File: config.mk
export PLATFORM = sky130hd
export DESIGN_NAME = masked_rand_dispenser
export DESIGN_NICKNAME = d
export VERILOG_FILES = /design/src/rtl/masked_rand_dispenser.sv
export SDC_FILE = /design/constraint.sdc
export NUM_CORES = 1
export LEC_CHECK = 0
export BUFFER_PORTS_ARGS = -buffer_cell sky130_fd_sc_hd__buf_2
export CORE_MARGIN = 4
export CORE_UTILIZATION = 30
export DETAILED_ROUTE_END_ITERATION = 16
export GPL_TIMING_DRIVEN = 1
export PLACE_DENSITY = 0.58
export SLEW_MARGIN = 20
export SYNTH_ARGS = -nofsm -noshare
export SYNTH_HDL_FRONTEND = slang
export SYNTH_SLANG_ARGS = --single-unit
File: constraint.sdc
create_clock -name clk -period 8.3 [get_ports clk]
set_input_delay 0.415 -clock clk [delete_from_list [all_inputs] [get_ports clk]]
set_output_delay 0.415 -clock clk [all_outputs]
set_load 0.03 [all_outputs]
File: src/rtl/masked_rand_dispenser.sv
// Sequences a 128-bit LFSR PRNG, buffers its words and serialises them LSB-first into OUT_W-bit mask chunks.
// FIFO head reaches rnd_o with zero latency; consumer backpressure holds the chunk, and a full FIFO or exhausted period stalls the PRNG.
module masked_rand_dispenser #(
    parameter int PRNG_W        = 128,
    parameter int OUT_W         = 32,
    parameter int DEPTH         = 4,
    parameter int RESEED_PERIOD = 1024
) (
    input  logic              clk,
    input  logic              rst,
    input  logic              seed_valid_i,
    input  logic [PRNG_W-1:0] seed_i,
    output logic              seed_ready_o,
    output logic              prng_init_o,
    output logic              prng_en_o,
    output logic [PRNG_W-1:0] prng_seed_o,
    input  logic [PRNG_W-1:0] prng_i,
    output logic              rnd_valid_o,
    input  logic              rnd_ready_i,
    output logic [OUT_W-1:0]  rnd_o,
    output logic              reseed_req_o,
    output logic              seeded_o
);

    localparam int NCHUNK = PRNG_W / OUT_W;
    localparam int IDX_W  = (NCHUNK > 1) ? $clog2(NCHUNK) : 1;
    localparam int PTR_W  = (DEPTH > 1) ? $clog2(DEPTH) : 1;
    localparam int CNT_W  = $clog2(RESEED_PERIOD + 1);

    localparam logic [IDX_W-1:0] LAST_IDX = IDX_W'(NCHUNK - 1);
    localparam logic [PTR_W:0]   FULL_CNT = (PTR_W + 1)'(DEPTH);
    localparam logic [CNT_W-1:0] PERIOD   = CNT_W'(RESEED_PERIOD);

    typedef enum logic [1:0] {
        IDLE    = 2'd0,
        LOAD    = 2'd1,
        DISCARD = 2'd2,
        RUN     = 2'd3
    } state_t;

    state_t            r_state;
    logic [PRNG_W-1:0] r_mem [DEPTH];
    logic [PTR_W-1:0]  r_wr_ptr;
    logic [PTR_W-1:0]  r_rd_ptr;
    logic [PTR_W:0]    r_count;
    logic [IDX_W-1:0]  r_idx;
    logic [CNT_W-1:0]  r_word_cnt;
    logic [PRNG_W-1:0] r_seed;
    logic              r_seeded;
    logic              r_reseed;

    logic              w_seed_hs;
    logic              w_full;
    logic              w_empty;
    logic              w_push;
    logic              w_take;
    logic              w_pop;
    logic [PRNG_W-1:0] w_head;

    assign seed_ready_o = (r_state == IDLE) || (r_state == RUN);
    assign w_seed_hs    = seed_valid_i && seed_ready_o;

    // Full comes from the registered count only, so a same-cycle pop never frees a slot for a push.
    assign w_full  = (r_count == FULL_CNT);
    assign w_empty = (r_count == '0);
    assign w_push  = (r_state == RUN) && !w_full && (r_word_cnt < PERIOD);
    assign w_take  = !w_empty && rnd_ready_i;
    assign w_pop   = w_take && (r_idx == LAST_IDX);

    // DISCARD steps the PRNG past the raw seed without pushing it.
    assign prng_init_o  = (r_state == LOAD);
    assign prng_en_o    = w_push || (r_state == DISCARD);
    assign prng_seed_o  = r_seed;
    assign reseed_req_o = r_reseed;
    assign seeded_o     = r_seeded;

    assign w_head      = r_mem[r_rd_ptr];
    assign rnd_valid_o = !w_empty;
    assign rnd_o       = w_empty ? '0 : w_head[r_idx*OUT_W +: OUT_W];

    always_ff @(posedge clk or posedge rst) begin
        if (rst) begin
            r_state    <= IDLE;
            r_seed     <= '0;
            r_seeded   <= 1'b0;
            r_reseed   <= 1'b0;
            r_word_cnt <= '0;
        end else begin
            case (r_state)
                IDLE:    if (w_seed_hs) r_state <= LOAD;
                LOAD:    r_state <= DISCARD;
                DISCARD: r_state <= RUN;
                RUN:     if (w_seed_hs) r_state <= LOAD;
                default: r_state <= IDLE;
            endcase

            if (w_seed_hs) begin
                r_seed   <= seed_i;
                r_seeded <= 1'b1;
            end

            // A reseed handshake wins over a push landing in the same cycle.
            if (w_seed_hs) begin
                r_word_cnt <= '0;
            end else if (w_push) begin
                r_word_cnt <= r_word_cnt + 1'b1;
            end

            if (w_seed_hs) begin
                r_reseed <= 1'b0;
            end else if (r_word_cnt == PERIOD) begin
                r_reseed <= 1'b1;
            end
        end
    end

    always_ff @(posedge clk or posedge rst) begin
        if (rst) begin
            r_wr_ptr <= '0;
            r_rd_ptr <= '0;
            r_count  <= '0;
            r_idx    <= '0;
        end else begin
            if (w_push) begin
                r_wr_ptr <= r_wr_ptr + 1'b1;
            end
            if (w_pop) begin
                r_rd_ptr <= r_rd_ptr + 1'b1;
            end
            case ({w_push, w_pop})
                2'b10:   r_count <= r_count + 1'b1;
                2'b01:   r_count <= r_count - 1'b1;
                default: r_count <= r_count;
            endcase
            if (w_take) begin
                r_idx <= (r_idx == LAST_IDX) ? '0 : r_idx + 1'b1;
            end
        end
    end

    always_ff @(posedge clk) begin
        if (w_push) begin
            r_mem[r_wr_ptr] <= prng_i;
        end
    end

endmodule
==> flow_summary.yaml, run 1 <==
die:
  fp-row-count: 106
  die_area_um2: 88700
  start_util_pct: 30.2
  fp.dieW_um: 298
  die_y_um: 298
  ios: 426
  design.core.area_um2: 83400
logic_synthesis:
  syn-num-nets: 1726
  synth_edf_count: 512
  synth_cell_types: 41
  yosys_most_used_dff: "edfxtp_1"
  async_flop_share_pct: 22.9
  synthTopCellsByArea: "edfxtp_1 61%, dfrtp_1 15%, mux4_2 11%"
  netlist_instances: 1453
  yosys_warnings: 0
  netlist.area_leader.share_pct: 61.0
  synth_top_area_cell: "edfxtp_1"
  synth-seq-cells: 664
  synth.avg_cell_area_um2: 17.3
  ys_seq_area_share_pct: 76.1
  yosysMostFrequentCell: "edfxtp_1"
  synth_area_um2: 25200
  synthTopCellsByCount: "512 x edfxtp_1, 426 x nand2_1, 152 x dfrtp_1, 128 x mux4_2, 63 x a22oi_1"
cts:
  clk_pin_slew_worst_paths_ns: 0.06
  cts_tree: "yes"
  numCtsBuffers: 73
  cts-htree-levels: 3
  clk_path_buf_depth: 3
  cts.sinks: 664
  cts_root_buffer: "clkbuf_16"
  post_cts_resized: 0
  clk-insertion-delay-late_ns: 0.62
status:
  status: "completed"
sta:
  finalClockSkew_ns: 0.0407
  setup_violations: 0
  post-route-period-util_pct: 50.2
  fin_setup_tns_ns: 0
  hold_violations: 0
  slew_viol_final: 0
  worst-slew-pin-transition_ns: 0.972
  min_period_ns: 4.16
  max_freq_ghz: 0.240
  relSlewSlack_pct: 35.2
  setup_slack_ns: 4.14
  worst_hold_slack_ns: 0.0539
  grt_setup_unrepaired: "false"
setup_path:
  path_class: "register to output port"
  crit_path_end_kind: "output port"
  critical_path.cell_chain: "buf_4 -> mux4_2 -> a22oi_1 -> nand2_1 -> buf_2"
  cp_num_cells: 5
  rr_startpoint: "r_state[0]$_DFFE_PP0P_"
  critical_path.max_stage_delay_ns: 0.89
  critPathTopFamily: "buffers and inverters"
  r2r_slack_ns: 5.48
  cp-endpoint: "rnd_o[8]"
  slowest_stage: "dfrtp_4"
  required_ns: 7.89
  worst-path-buf-inv: 2
  path_max_fanout: 47
  reg2reg_depth: 4
  startpoint: "r_rd_ptr[0]$_DFFE_PP0P_"
  worst_setup_path_start_kind: "register"
  arrival_ns: 3.75
  r2r-end: "r_mem[3][80]$_DFFE_PP_"
power_and_ir_drop:
  ir_drop_v: 0.000253
  power.total_w: 0.0130
  power_density_nw_per_um2: 387
  leakagePower_nw: 13.1
detailed_routing:
  first_pass_iters: 4
  via_count: 15100
  drt_iter0_drc: 809
  via_per_inst: 4.58
  drc: 0
  avgRoutedWirePerCell_um: 19.1
  detail-route-antenna-nets: 0
  finalWirelength_um: 62900
run:
  cap_violations: 0
placement:
  routabilityCongestion: 0.890
  dp.final_hpwl_um: 37900
  port_buffers: 425
  dp_slack_ns: 4.53
layout:
  final_nets: 2421
  post-route-util_pct: 40.1
  final_layout_size_suffix_gt1_share_pct: 31.7
  area_delta_synth_final_pct: 32.8
global_routing:
  grt_antenna_before_repair: 15
  grt-ovfl-total: 0
  grtUsageTotal_pct: 14.0
  grt_max_degree: 92
  grt_pass1_vias: 16400
  grt_pass1_wl_um: 96600
worst_hold_path:
  min_path_type: "input port to register"
-- repair_timing --
item	CTS	global route
endpoints found under the hold margin	703	0
hold buffers	246	0
setup buffers	0	0
-- per-stage QoR --
| step | std cells | area, um2 |
|---|---|---|
| global placement | 2907 | 28500 |
| finish | 3295 | 33500 |
| floorplan | 1453 | 25200 |
| detailed placement | 2907 | 28500 |
| global route | 3291 | 33400 |
| CTS | 3285 | 33400 |
-- how the worst min path moves through the flow --
stage	startpoint	endpoint	slack, ns	cells after the start
final	seed_i[6]	prng_seed_o[6]$_DFFE_PP0P_	0.05	3
after global routing	seed_i[6]	prng_seed_o[6]$_DFFE_PP0P_	0.004	3
after CTS	seed_i[33]	prng_seed_o[33]$_DFFE_PP0P_	0.00009	3
after detailed placement	prng_seed_o[75]$_DFFE_PP0P_	prng_seed_o[75]$_DFFE_PP0P_	0.46	2
after global placement	seeded_o$_DFFE_PP0P_	seeded_o$_DFFE_PP0P_	0.45	1
after floorplan	r_word_cnt[10]$_DFFE_PP0P_	r_word_cnt[10]$_DFFE_PP0P_	0.48	2
-- cell type report --
type | instances | area (um2)
tap | 1080 | 1350
fill | 7520 | 50000
sequential | 664 | 19200
antenna | 10 | 25.0
clock buffer | 90 | 1910
inverter | 14 | 57.6
timing repair buffer | 691 | 4740
multi-input combinational | 704 | 5660
clock inverter | 42 | 527
-- metal layers --
metal  GRT usage [%]  wire length (um)  vias up
li1                -                 -     6862
met1            16.8             25600     7627
met2            24.2             31400      469
met3            4.03              3780      130
met4            4.78              2050       10
met5               0                64        -
-- registers in the layout, summed over array words and instances, names as in the netlist --
name	count
r_mem	512
r_word_cnt	11
r_rd_ptr	2
r_wr_ptr	2
r_count	3
r_idx	2
seeded_o	1
r_state	2
reseed_req_o	1
prng_seed_o	128
-- power by group --
group	switching (W)	internal (W)	total [W]
logic	0.00307	0.00159	0.00466
clock network	0.00133	0.00189	0.00322
registers	0.000404	0.00467	0.00507
-- cells in the final DEF (no fill, tap or decap), types with 2 or more instances in the layout --
cell type / instances
edfxtp_1: 512
nand2_1: 425
buf_2: 425
dlygate4sd3_1: 246
dfrtp_1: 150
mux4_2: 128
clkbuf_16: 73
a22oi_1: 63
buf_4: 20
clkbuf_1: 15
inv_1: 13
ha_1: 12
clkinv_2: 11
diode_2: 10
nor2_1: 10
clkinv_1: 10
xnor2_1: 7
bufinv_16: 7
nor4_1: 5
xor2_1: 4
o21ai_0: 4
nand2b_1: 4
nand3_1: 4
mux2i_1: 4
and3_4: 4
clkinv_16: 4
inv_6: 3
clkinvlp_4: 3
a21oi_1: 2
nand4_1: 2
nor3_1: 2
and3_1: 2
nor3_2: 2
inv_16: 2
clkinv_4: 2
clkbuf_8: 2
dfrtp_4: 2
-- kinds of logic after synthesis --
| group | synth area share (%) |
|---|---|
| buffers and inverters | 1.58 |
| XOR/XNOR | 0.382 |
| AO/OA/AOI/OAI | 2.24 |
| flip-flops | 76.1 |
| adder cells (fa/ha/maj) | 0.675 |
| multiplexers | 11.6 |
| AND/OR/NAND/NOR | 7.34 |
-- worst register-to-register path, delay by kind of cell, from the launching register on --
kind                     cells  cell delay, ns
AND/OR/NAND/NOR              2            0.97
buffers and inverters        1            0.85
flip-flops                   1            0.41
adder cells (fa/ha/maj)      1            0.19
No activity file was read; power rests on OpenSTA's default activity.
==> run 2, diff against run 1 <==
==> constraint.sdc (replaced) <==
create_clock -name clk -period 4.2 [get_ports clk]
set_input_delay 0.21 -clock clk [delete_from_list [all_inputs] [get_ports clk]]
set_output_delay 0.21 -clock clk [all_outputs]
set_load 0.03 [all_outputs]
==> run 2 against run 1 <==
  * Final area increased by 1.2%
  * Cell count rose by 0.79%
  * Routed wire length up 0.98%
  * Global-route usage up 0.14 points
  * Worst setup slack worse by 3.2 ns
  * Combinational power grew 100%
  * Highest routed layer is now met4
==> flow_summary.yaml, run 2 (same netlist as run 1, synthesis figures left out) <==
status:
  status: "completed"
sta:
  setup_violations: 0
  finalClockSkew_ns: 0.0291
  worst-slew-pin-transition_ns: 1.06
  hold_violations: 0
  fin_setup_tns_ns: 0
  grt_setup_unrepaired: "false"
  min_period_ns: 3.22
  relSlewSlack_pct: 29.6
  slew_viol_final: 0
  setup_slack_ns: 0.980
  max_freq_ghz: 0.311
  post-route-period-util_pct: 76.7
global_routing:
  grt_pass1_wl_um: 98100
  grt_pass1_vias: 16400
  grt_max_degree: 129
  grt_antenna_before_repair: 8
  grt-ovfl-total: 0
  grtUsageTotal_pct: 14.1
setup_path:
  arrival_ns: 3.01
  required_ns: 3.99
  critical_path.cell_chain: "buf_12 -> buf_4 -> mux4_2 -> a22oi_1 -> nand2_1 -> buf_2"
  r2r_slack_ns: 1.71
  worst_setup_path_start_kind: "register"
  rr_startpoint: "r_state[0]$_DFFE_PP0P_"
  cp-endpoint: "rnd_o[22]"
  crit_path_end_kind: "output port"
  startpoint: "r_rd_ptr[0]$_DFFE_PP0P_"
  critical_path.max_stage_delay_ns: 0.72
  reg2reg_depth: 4
  path_class: "register to output port"
  slowest_stage: "dfrtp_4"
  r2r-end: "r_mem[2][97]$_DFFE_PP_"
  path_max_fanout: 25
layout:
  sequential_cell_area_um2: 19200
  area_delta_synth_final_pct: 34.4
  final_layout_size_suffix_gt1_share_pct: 31.9
  top_register: "r_mem"
  layout_commonest_cell: "edfxtp_1"
  final_cell_area_um2: 33900
  final_nets: 2447
  final_cell_mix: "512 x edfxtp_1, 425 x nand2_1, 425 x buf_2"
  largest_reg_flops: 512
  multi_input_area_um2: 5670
  fillCellCount: 7455
die:
  design.core.area_um2: 83400
  start_util_pct: 30.2
  die_y_um: 298
  fp-row-count: 106
  ios: 426
  die_area_um2: 88700
  fp.dieW_um: 298
cts:
  cts.sinks: 664
  clk_pin_slew_worst_paths_ns: 0.06
  post_cts_resized: 0
  cts_tree: "yes"
  numCtsBuffers: 74
  cts-htree-levels: 3
  clk_path_buf_depth: 3
  cts_root_buffer: "clkbuf_16"
  clk-insertion-delay-late_ns: 0.62
worst_hold_path:
  min_path_type: "input port to async pin"
placement:
  dp.final_hpwl_um: 38700
  port_buffers: 425
  dpl_cell_area_um2: 28800
  dp_slack_ns: 1.55
  routabilityCongestion: 0.866
detailed_routing:
  drt_iter0_drc: 1058
  via_per_inst: 4.63
  avgRoutedWirePerCell_um: 19.1
  drc: 0
  via_count: 15400
  finalWirelength_um: 63500
  first_pass_iters: 5
  detail-route-antenna-nets: 0
power_and_ir_drop:
  power_density_nw_per_um2: 764
  leakagePower_nw: 13.3
  ir_drop_v: 0.000485
run:
  cap_violations: 0
[run 2: how the worst min path moves through the flow]
stage,slack [ns],to,startpoint
after global placement,0.18,prng_seed_o[86]$_DFFE_PP0P_,rst
after detailed placement,0.18,prng_seed_o[86]$_DFFE_PP0P_,rst
after CTS,0.03,prng_seed_o[86]$_DFFE_PP0P_,rst
after global routing,0.09,prng_seed_o[5]$_DFFE_PP0P_,rst
final,0.11,prng_seed_o[5]$_DFFE_PP0P_,rst
after floorplan,0.31,r_state[1]$_DFFE_PP0P_,seed_valid_i
[run 2: report_power, final]
| part | internal [W] | total, W | switching [W] |
|---|---|---|---|
| clock | 0.00373 | 0.00641 | 0.00268 |
| combinational | 0.00334 | 0.00946 | 0.00612 |
| sequential | 0.00921 | 0.00999 | 0.000782 |
| total | 0.0163 | 0.0259 | 0.00958 |
[run 2: timing repair]
item	in CTS	in global routing
hold buffers	259	0
buffers inserted	0	0
endpoints found under the hold margin	655	0
[run 2: stage by stage]
step / hold WS (ns) / utilization [%] / std cells / total power [W]
floorplan: 0.306 / - / 1453 / 0.0164
global placement: 0.177 / 34.5 / 2919 / 0.0194
detailed placement: 0.181 / 34.5 / 2919 / 0.0196
CTS: 0.0272 / 40.5 / 3313 / 0.0263
global route: 0.0869 / 40.6 / 3317 / 0.0273
finish: 0.113 / 40.6 / 3321 / 0.0259
[run 2: critical path, delay by kind of cell, from the launching register on]
family | cells | cell delay [ns]
flip-flops | 1 | 0.72
AO/OA/AOI/OAI | 1 | 0.26
multiplexers | 1 | 0.52
buffers and inverters | 3 | 0.75
AND/OR/NAND/NOR | 1 | 0.12
[run 2: cell type report]
class                           count  area share (%)
Antenna cell                        8          0.0591
Clock buffer                       98            5.91
Clock inverter                     37            1.32
Inverter                           14           0.166
Multi-Input combinational cell    704            16.8
Sequential cell                   664            56.7
Tap cell                         1080            3.99
Timing Repair Buffer              716            15.1
[run 2: routing by layer]
layer | GRT usage, % | share of wire (%) | up-vias
li1 | - | - | 6939
met2 | 23.9 | 49 | 539
met5 | 0 | 0 | -
met1 | 18.0 | 42 | 7750
met3 | 3.42 | 6.2 | 139
met4 | 4.79 | 3.3 | 0
==> run 3, diff against run 2 <==
==> constraint.sdc (replaced) <==
create_clock -name clk -period 3.1 [get_ports clk]
set_input_delay 0.155 -clock clk [delete_from_list [all_inputs] [get_ports clk]]
set_output_delay 0.155 -clock clk [all_outputs]
set_load 0.03 [all_outputs]
==> run 3 against run 2 <==
  * Die area unchanged
  * Routed wire length increased by 1.6%
  * Non-clock buffer count increased by 7
  * Sequential power increased by 35%
  * First-iteration DRC count decreased by 5.5%
  * Worst hold slack got worse by 0.039 ns
  * Clock skew increased by 0.0015 ns
  * Critical endpoint is now rnd_o[15]
==> flow_summary.yaml, run 3 (same netlist as run 1, synthesis figures left out) <==
sta:
  grt_setup_unrepaired: "false"
  setup_violations: 0
  worst_hold_slack_ns: 0.0743
  post-route-period-util_pct: 91.9
  relSlewSlack_pct: 35.1
  slew_viol_final: 0
  max_freq_ghz: 0.351
  worst-slew-pin-transition_ns: 0.972
  min_period_ns: 2.85
  hold_violations: 0
  finalClockSkew_ns: 0.0306
  fin_setup_tns_ns: 0
die:
  fp-row-count: 106
  die_y_um: 298
  die_area_um2: 88700
  design.core.area_um2: 83400
  ios: 426
  start_util_pct: 30.2
  fp.dieW_um: 298
cts:
  clk_pin_slew_worst_paths_ns: 0.06
  cts-htree-levels: 3
  cts_root_buffer: "clkbuf_16"
  cts.sinks: 664
  clk-insertion-delay-late_ns: 0.62
  numCtsBuffers: 75
  cts_tree: "yes"
  clk_path_buf_depth: 3
detailed_routing:
  via_per_inst: 4.60
  drc: 0
  finalWirelength_um: 64500
  avgRoutedWirePerCell_um: 19.4
  first_pass_iters: 5
  drt_iter0_drc: 1000
  detail-route-antenna-nets: 0
  via_count: 15300
setup_path:
  critical_path.max_stage_delay_ns: 0.56
  arrival_ns: 2.70
  required_ns: 2.94
  path_max_fanout: 20
  path_class: "register to output port"
  worst_setup_path_start_kind: "register"
  worst-path-buf-inv: 3
  critPathTopFamily: "buffers and inverters"
  crit_path_end_kind: "output port"
  critical_path.cell_chain: "buf_12 -> buf_4 -> mux4_2 -> a22oi_1 -> nand2_1 -> buf_2"
  slowest_stage: "dfrtp_4"
status:
  status: "completed"
placement:
  port_buffers: 425
  routabilityCongestion: 0.864
  dpl_cell_area_um2: 28900
  dp.final_hpwl_um: 39300
global_routing:
  grt_antenna_before_repair: 11
  grt-ovfl-total: 0
  grt_pass1_wl_um: 99500
  grt_max_degree: 129
  grt_pass1_vias: 16700
  grtUsageTotal_pct: 14.4
layout:
  post-route-util_pct: 40.8
  final_cell_mix: "512 x edfxtp_1, 425 x nand2_1, 425 x buf_2"
  final_layout_size_suffix_gt1_share_pct: 32.1
  largest_reg_flops: 512
  top_register: "r_mem"
  final_nets: 2456
  layout_commonest_cell: "edfxtp_1"
  final_cell_area_um2: 34000
  area_delta_synth_final_pct: 35.0
power_and_ir_drop:
  leakagePower_nw: 13.4
  ir_drop_v: 0.000610
  power_density_nw_per_um2: 1040
worst_hold_path:
  min_path_type: "input port to async pin"
run:
  cap_violations: 0
## run 3: layout make-up
type                            count  area, um2
Antenna cell                        9       22.5
Clock buffer                      101       2050
Clock inverter                     33        380
Fill cell                        7466      49400
Inverter                           14       56.3
Multi-Input combinational cell    705       5690
Sequential cell                   664      19200
Tap cell                         1080       1350
Timing Repair Buffer              723       5270
## run 3: where the power goes
group          switching, W  internal [W]  total [W]
clock network       0.00361       0.00497    0.00858
registers          0.000986        0.0125     0.0135
logic               0.00849       0.00470     0.0132
total                0.0131        0.0221     0.0352
## run 3: worst reg2reg max path: cells and delay by family (launching register included)
kind                     cells  cell delay (ns)
AND/OR/NAND/NOR              3             0.96
adder cells (fa/ha/maj)      2             0.56
flip-flops                   1             0.47
XOR/XNOR                     2             0.31
buffers and inverters        2             0.18
## run 3: routing by layer
layer,vias to the layer above,routed length (um),GRT usage [%]
met5,-,27,0
met1,7742,26600,17.8
met4,4,2090,4.82
li1,6947,-,-
met2,493,31900,24.7
met3,140,3930,3.77
## run 3: path summary, 6_finish.rpt
path,start,to,slack (ns),cells past startpoint
setup reg to reg,r_count[0]$_DFFE_PP0P_,r_count[2]$_DFFE_PP0P_,0.57,9
setup / recovery,r_rd_ptr[0]$_DFFE_PP0P_,rnd_o[15],0.25,6
max in group asynchronous,rst,prng_seed_o[68]$_DFFE_PP0P_,2.29,4
hold reg to reg,seeded_o$_DFFE_PP0P_,seeded_o$_DFFE_PP0P_,0.46,1
hold / removal,rst,r_word_cnt[6]$_DFFE_PP0P_,0.07,3
min in group clk,seed_i[15],prng_seed_o[15]$_DFFE_PP0P_,0.27,4
## run 3: what timing repair did
action | 4_1_cts | 5_1_grt
hold endpoints to repair | 696 | 0
setup buffers | 3 | 3
gates resized for setup | 5 | 1
pin swaps | 1 | 1
hold buffers | 259 | 0
gates cloned | 1 | 0
endpoints found under the setup margin | 6 | 4
## run 3: per-stage QoR
stage / setup WS, ns / instances / total power [W]
after global routing: 0.0335 / 3324 / 0.0373
final: 0.250 / 3329 / 0.0352
after floorplan: 0.241 / 1453 / 0.0222
after CTS: 0.0456 / 3316 / 0.0358
after detailed placement: 0.564 / 2919 / 0.0266
after global placement: 0.611 / 2919 / 0.0264
